`src/rtl/brick_mem_arbiter.sv`:
```
// brick_mem_arbiter
//
// Arbiter and sequencer for the single-port brick-health memory. Two requesters
// share the memory: the ball collision logic (read/write, addressed by pixel
// coordinate) and the draw engine (read only, addressed by column/row). Pixel
// coordinates are converted to a brick address, one fixed-latency access is run,
// and health plus the brick's top-left pixel are returned to the winner.
//
// Ports:
//   clk, reset                   clock, asynchronous active-high reset
//   b_req/b_we/b_x/b_y/b_wdata   ball request, write flag, pixel coordinate, write data
//   b_ack/b_rdata                ball completion pulse and read health
//   b_brickx/b_bricky            top-left pixel of the brick addressed by the ball
//   d_req/d_col/d_row            draw request and brick index
//   d_ack/d_rdata                draw completion pulse and read health
//   mem_en/mem_we/mem_addr/mem_wdata/mem_rdata   memory port (read data 1 cycle after mem_en)
//   busy                         high whenever the sequencer is not idle
//
// Configuration macro:
//   BRICK_ARB_RR_EN  defined   -> round-robin arbitration between ball and draw
//                    undefined -> fixed priority, ball always wins

module brick_mem_arbiter #(
    parameter int unsigned BRICK_W = 40,
    parameter int unsigned BRICK_H = 20,
    parameter int unsigned COLS    = 16,
    parameter int unsigned ROWS    = 8,
    parameter int unsigned ADDR_W  = 7
) (
    input  logic              clk,
    input  logic              reset,
    input  logic              b_req,
    input  logic              b_we,
    input  logic [9:0]        b_x,
    input  logic [9:0]        b_y,
    input  logic [1:0]        b_wdata,
    output logic              b_ack,
    output logic [1:0]        b_rdata,
    output logic [9:0]        b_brickx,
    output logic [9:0]        b_bricky,
    input  logic              d_req,
    input  logic [3:0]        d_col,
    input  logic [2:0]        d_row,
    output logic              d_ack,
    output logic [1:0]        d_rdata,
    output logic              mem_en,
    output logic              mem_we,
    output logic [ADDR_W-1:0] mem_addr,
    output logic [1:0]        mem_wdata,
    input  logic [1:0]        mem_rdata,
    output logic              busy
);

    typedef enum logic [1:0] {S_IDLE, S_ISSUE, S_WAIT, S_DONE} state_t;

    localparam logic [9:0] BrickW10 = 10'(BRICK_W);
    localparam logic [9:0] BrickH10 = 10'(BRICK_H);
    localparam logic [9:0] Cols10   = 10'(COLS);
    localparam logic [9:0] Rows10   = 10'(ROWS);

    state_t      state;
    logic        gnt_ball;
    logic        op_we;
    logic        op_in_range;
    logic [9:0]  op_brickx;
    logic [9:0]  op_bricky;

    // Ball-side address decode: constant division, so this maps to fixed logic.
    logic [9:0]        b_col;
    logic [9:0]        b_row;
    logic [9:0]        b_px;
    logic [9:0]        b_py;
    logic              b_in_range;
    logic [ADDR_W-1:0] b_addr;

    assign b_col      = b_x / BrickW10;
    assign b_row      = b_y / BrickH10;
    assign b_px       = b_col * BrickW10;
    assign b_py       = b_row * BrickH10;
    assign b_in_range = (b_col < Cols10) && (b_row < Rows10);
    assign b_addr     = ADDR_W'(b_row) * ADDR_W'(COLS) + ADDR_W'(b_col);

    logic              d_in_range;
    logic [ADDR_W-1:0] d_addr;

    assign d_in_range = ({6'd0, d_col} < Cols10) && ({7'd0, d_row} < Rows10);
    assign d_addr     = ADDR_W'(d_row) * ADDR_W'(COLS) + ADDR_W'(d_col);

    // Arbitration
    logic pick_ball;
`ifdef BRICK_ARB_RR_EN
    logic last_ball;  // 1: ball was granted last, 0: draw was granted last
    assign pick_ball = b_req && (!d_req || !last_ball);
`else
    assign pick_ball = b_req;
`endif

    logic              sel_in_range;
    logic              sel_we;
    logic [ADDR_W-1:0] sel_addr;

    assign sel_in_range = pick_ball ? b_in_range : d_in_range;
    assign sel_we       = pick_ball && b_we;
    assign sel_addr     = pick_ball ? b_addr : d_addr;

    always_ff @(posedge clk or posedge reset) begin
        if (reset) begin
            state       <= S_IDLE;
            gnt_ball    <= 1'b0;
            op_we       <= 1'b0;
            op_in_range <= 1'b0;
            op_brickx   <= '0;
            op_bricky   <= '0;
            b_ack       <= 1'b0;
            b_rdata     <= '0;
            b_brickx    <= '0;
            b_bricky    <= '0;
            d_ack       <= 1'b0;
            d_rdata     <= '0;
            mem_en      <= 1'b0;
            mem_we      <= 1'b0;
            mem_addr    <= '0;
            mem_wdata   <= '0;
            busy        <= 1'b0;
`ifdef BRICK_ARB_RR_EN
            last_ball   <= 1'b0;
`endif
        end else begin
            case (state)
                S_IDLE: begin
                    if (b_req || d_req) begin
                        gnt_ball    <= pick_ball;
                        op_we       <= sel_we;
                        op_in_range <= sel_in_range;
                        if (pick_ball) begin
                            op_brickx <= b_px;
                            op_bricky <= b_py;
                        end
                        // Strobes are registered so they are live during S_ISSUE.
                        mem_en <= sel_in_range;
                        mem_we <= sel_in_range && sel_we;
                        if (sel_in_range) mem_addr <= sel_addr;
                        if (sel_in_range && sel_we) mem_wdata <= b_wdata;
                        busy  <= 1'b1;
                        state <= S_ISSUE;
`ifdef BRICK_ARB_RR_EN
                        last_ball <= pick_ball;
`endif
                    end
                end
                S_ISSUE: begin
                    mem_en <= 1'b0;
                    mem_we <= 1'b0;
                    if (op_in_range && !op_we) begin
                        state <= S_WAIT;
                    end else begin
                        // Writes and out-of-range accesses complete with zero health.
                        state <= S_DONE;
                        if (gnt_ball) begin
                            b_ack    <= 1'b1;
                            b_rdata  <= '0;
                            b_brickx <= op_brickx;
                            b_bricky <= op_bricky;
                        end else begin
                            d_ack   <= 1'b1;
                            d_rdata <= '0;
                        end
                    end
                end
                S_WAIT: begin
                    state <= S_DONE;
                    if (gnt_ball) begin
                        b_ack    <= 1'b1;
                        b_rdata  <= mem_rdata;
                        b_brickx <= op_brickx;
                        b_bricky <= op_bricky;
                    end else begin
                        d_ack   <= 1'b1;
                        d_rdata <= mem_rdata;
                    end
                end
                S_DONE: begin
                    b_ack <= 1'b0;
                    d_ack <= 1'b0;
                    busy  <= 1'b0;
                    state <= S_IDLE;
                end
                default: state <= S_IDLE;
            endcase
        end
    end

endmodule

```
`config.mk`:
```
export PLATFORM = sky130hd
export DESIGN_NAME = brick_mem_arbiter
export DESIGN_NICKNAME = d
export VERILOG_FILES = /design/src/rtl/brick_mem_arbiter.sv
export SDC_FILE = /design/constraint.sdc
export NUM_CORES = 1
export LEC_CHECK = 0
export ABC_AREA = 1
export CAP_MARGIN = 30
export CORE_AREA = 5 5 76 95
export DETAILED_ROUTE_END_ITERATION = 10
export DIE_AREA = 0 0 81 100
export GPL_TIMING_DRIVEN = 0
export PLACE_DENSITY = 0.85
export SLEW_MARGIN = 10
export SYNTH_ARGS = -nofsm -noshare
export SYNTH_HDL_FRONTEND = slang
export SYNTH_SLANG_ARGS = --single-unit
```
`constraint.sdc`:
```
create_clock -name clk -period 5 [get_ports clk]
set_input_delay 0.5 -clock clk [delete_from_list [all_inputs] [get_ports clk]]
set_output_delay 0.5 -clock clk [all_outputs]
set_load 0.03 [all_outputs]
```
==> flow_results.xml <==
<?xml version="1.0" encoding="UTF-8"?>
<metrics>
  <group name="global_route">
    <metric name="grt_pass1_vias" unit="">2783</metric>
    <metric name="global_route.overflow_total" unit="">0</metric>
    <metric name="grt_start_max_net_pins" unit="">35</metric>
    <metric name="grt_pass1_wl" unit="um">12120</metric>
    <metric name="grt_antenna_before_repair" unit="">0</metric>
    <metric name="gr-usage-all-layers" unit="%">18.77</metric>
  </group>
  <group name="timing">
    <metric name="final_critical_path_time_including_i_o_delays_and_setup" unit="ps">3734</metric>
    <metric name="final-max-slew-violation-count" unit="">0</metric>
    <metric name="timing.final.crit_share" unit="%">74.67</metric>
    <metric name="hold_slack_final" unit="ps">486.6</metric>
    <metric name="fin_skew" unit="ps">3.407</metric>
    <metric name="achievable-frequency" unit="MHz">267.8</metric>
    <metric name="setup_viol" unit="">0</metric>
    <metric name="hold_viol" unit="">0</metric>
    <metric name="setup_repair_after_global_routing_missed_its_margin" unit="">false</metric>
    <metric name="tns" unit="ps">0</metric>
  </group>
  <group name="cells_and_area">
    <metric name="fin_area" unit="sq um">4172</metric>
    <metric name="design.final.nets" unit="">524</metric>
    <metric name="antenna_diode_instance_count" unit="">0</metric>
    <metric name="post_route_cells_drive_above_1_share" unit="%">18.20</metric>
    <metric name="area_delta_synth_final" unit="%">26.29</metric>
  </group>
  <group name="detailed_routing">
    <metric name="detailed_route_wire_length" unit="um">6922</metric>
    <metric name="post_drt_antenna_nets" unit="">0</metric>
    <metric name="drt_drc_violations_left" unit="">0</metric>
    <metric name="firstDrtPassIters" unit="">4</metric>
    <metric name="routedWlPerCell" unit="um">12.54</metric>
    <metric name="initialDrtViolationCount" unit="">165</metric>
    <metric name="vias" unit="">2791</metric>
    <metric name="vias_per_cell" unit="">5.056</metric>
  </group>
  <group name="clock_network">
    <metric name="clk_tree_root_cell" unit="">clkbuf_8</metric>
    <metric name="clk_transition_reported_paths" unit="ps">90</metric>
    <metric name="tritoncts" unit="">yes</metric>
    <metric name="cts_hold_buffers" unit="">0</metric>
    <metric name="h-tree-depth" unit="">2</metric>
    <metric name="post_cts.resized_instances" unit="">0</metric>
    <metric name="clock_insertion_delay_at_the_later_pin_of_the_skew_report" unit="ps">310</metric>
    <metric name="count_of_clock_tree_sinks" unit="">53</metric>
    <metric name="max_buffers_root_to_sink" unit="">2</metric>
    <metric name="cts_made_buffers" unit="">5</metric>
    <metric name="post_cts_setup_repair_bufs" unit="">0</metric>
  </group>
  <group name="die">
    <metric name="fp.dieArea" unit="sq um">8100</metric>
    <metric name="die_width" unit="um">81</metric>
    <metric name="boundaryPins" unit="">74</metric>
    <metric name="design.core.area" unit="sq um">6166</metric>
    <metric name="number_of_rows_in_the_core_area" unit="">32</metric>
    <metric name="start_util" unit="%">53.57</metric>
    <metric name="chipHeight" unit="um">100</metric>
  </group>
  <group name="power">
    <metric name="vdd_drop_max" unit="V">0.0002628</metric>
    <metric name="powerDensity" unit="nW/um^2">522.7</metric>
    <metric name="static_leakage" unit="nW">2.061</metric>
    <metric name="finalPower" unit="mW">2.180</metric>
  </group>
  <group name="place">
    <metric name="io_buffers" unit="">63</metric>
    <metric name="routabilityCongestion" unit="">0.8887</metric>
    <metric name="hpwl" unit="um">5643</metric>
    <metric name="dpl_cell_area" unit="sq um">4075</metric>
  </group>
  <group name="synth">
    <metric name="syn-mean-instance-area" unit="sq um">8.448</metric>
    <metric name="syn-cell-area" unit="sq um">3303</metric>
    <metric name="post_synth_num_cell_types" unit="">39</metric>
    <metric name="synthTopCellsByArea" unit="">dfrtp_1 40%, nand2_1 9.5%, ha_1 7.6%</metric>
    <metric name="most_numerous_cell_in_the_yosys_netlist" unit="">nand2_1</metric>
    <metric name="most_used_standard_cells_in_the_synthesized_netlist" unit="">84 x nand2_1, 53 x dfrtp_1, 42 x inv_1</metric>
    <metric name="synth_edf_count" unit="">0</metric>
    <metric name="yosysTopAreaCell" unit="">dfrtp_1</metric>
    <metric name="yosysWarningCount" unit="">0</metric>
    <metric name="ys_dominant_reg_cell" unit="">dfrtp_1</metric>
    <metric name="netlist.area_leader.share" unit="%">40.15</metric>
    <metric name="synth.ff_latch_count" unit="">53</metric>
    <metric name="synth-async-reset-ratio" unit="%">100.0</metric>
    <metric name="synth.yosys.seq_area_share" unit="%">40.15</metric>
    <metric name="post_synth_inst_count" unit="">391</metric>
  </group>
  <group name="worst_setup_path">
    <metric name="worst_setup_path_end_kind" unit="">flip-flop</metric>
    <metric name="path_max_fanout" unit="">5</metric>
    <metric name="critical_path_required" unit="ps">5230</metric>
    <metric name="critPathKind" unit="">in -&gt; reg</metric>
    <metric name="arrival" unit="ps">3970</metric>
    <metric name="worstSetupStartpointType" unit="">primary input</metric>
  </group>
  <group name="job">
    <metric name="maxCapViolations" unit="">0</metric>
  </group>
  <group name="run_status">
    <metric name="status" unit="">completed</metric>
  </group>
  <group name="hold_path">
    <metric name="hold_path_class" unit="">reg -&gt; reg</metric>
  </group>
</metrics>
## through the flow
step	util, %	setup slack (ps)	instances
2_1_floorplan	-	1855	395
3_3_place_gp	65.77	1040	543
3_5_place_dp	66.09	942.2	544
4_1_cts	67.65	1255	552
5_1_grt	67.65	940.1	552
6_report	67.65	1266	552
## worst max-delay path, stage by stage
cell and delay [ps]:
clkdlybuf4s50_1 560, nand2_2 110, nand2_2 90, inv_2 50, nand2_2 90, nand2_2 90
nand2_1 100, nand3_2 100, nand2_4 100, nand2_4 70, a21oi_4 160, nand2_4 80
nand2_4 100, nand2_2 60, nand2_2 80, nor2_4 40, o21ai_2 200, ha_1 280
ha_1 240, fa_1 410, nand3_1 100, nand2_1 60, xor2_1 130, o21ai_0 150
## logic make-up (layout without fill, tap and decap cells)
kind of cell / count (synthesis) / in the layout / share of synthesized area (%)
AO/OA/AOI/OAI: 71 / 71 / 12.95
XOR/XNOR: 6 / 6 / 1.591
adder cells (fa/ha/maj): 22 / 22 / 8.788
buffers and inverters: 64 / 136 / 8.409
flip-flops: 53 / 53 / 40.15
multiplexers: 7 / 7 / 2.386
other: 1 / 5 / 0.1135
AND/OR/NAND/NOR: 167 / 167 / 25.61
## cell usage in the layout, fill, tap and decap left out, types with 2 or more instances in the layout
master / instances
inv_1: 41
a2bb2oi_1: 2
ha_1: 20
o21ai_2: 4
xor2_1: 3
a21oi_4: 2
nor2_4: 3
clkdlybuf4s50_1: 63
fa_1: 2
nand4_1: 4
o2111ai_1: 2
nand3_1: 17
mux2_2: 7
xnor2_1: 3
a21oi_1: 15
buf_4: 5
nor2_1: 17
nand2_4: 7
a31oi_1: 3
clkbuf_1: 4
o21ai_0: 34
or2_2: 2
clkinv_2: 3
clkbuf_8: 6
nand3_2: 7
conb_1: 5
nand2_1: 84
nor3_1: 2
dfrtp_1: 53
o22ai_1: 2
o21ai_1: 3
nand2_2: 23
inv_2: 9
## layout make-up
class	count	area, sq um
Multi-Input combinational cell	278	1714
Sequential cell	53	1326
Clock buffer	6	82.58
Inverter	52	197.7
Buffer	12	80.08
Fill cell	522	1994
Tap cell	85	106.4
Timing Repair Buffer	64	650.6
Clock inverter	2	13.76
## report_power, final
group,internal (mW),switching (mW),total [mW]
Sequential,0.624,0.0954,0.720
Clock,0.112,0.142,0.255
Combinational,0.491,0.715,1.21
## layer usage
layer	wire, um	part of all wire, %	global-route usage [%]
met2	3692	53	33.40
met4	158	2.3	7.802
met5	0	0	0
met3	318	4.6	2.244
met1	2752	40	22.54
## worst paths after layout
kind,depth (start not counted),end,slack (ps),from
max,24,op_bricky[9],1270,b_y[9]
min,2,mem_addr[0],490,mem_addr[0]
max reg2reg,7,b_brickx[5],2790,state[1]
min reg2reg,2,mem_addr[0],490,mem_addr[0]
max in group asynchronous,3,b_bricky[7],3980,reset
min in group asynchronous,2,b_ack,510,reset
## sequential cells by signal, summed over array words and instances, names as in the netlist, 2 cells and up
| name | flops |
|---|---|
| b_rdata | 2 |
| mem_addr | 7 |
| state | 2 |
| op_brickx | 7 |
| b_bricky | 8 |
| d_rdata | 2 |
| mem_wdata | 2 |
| b_brickx | 7 |
| op_bricky | 8 |
Note: power is estimated with default switching activity, not from simulation.
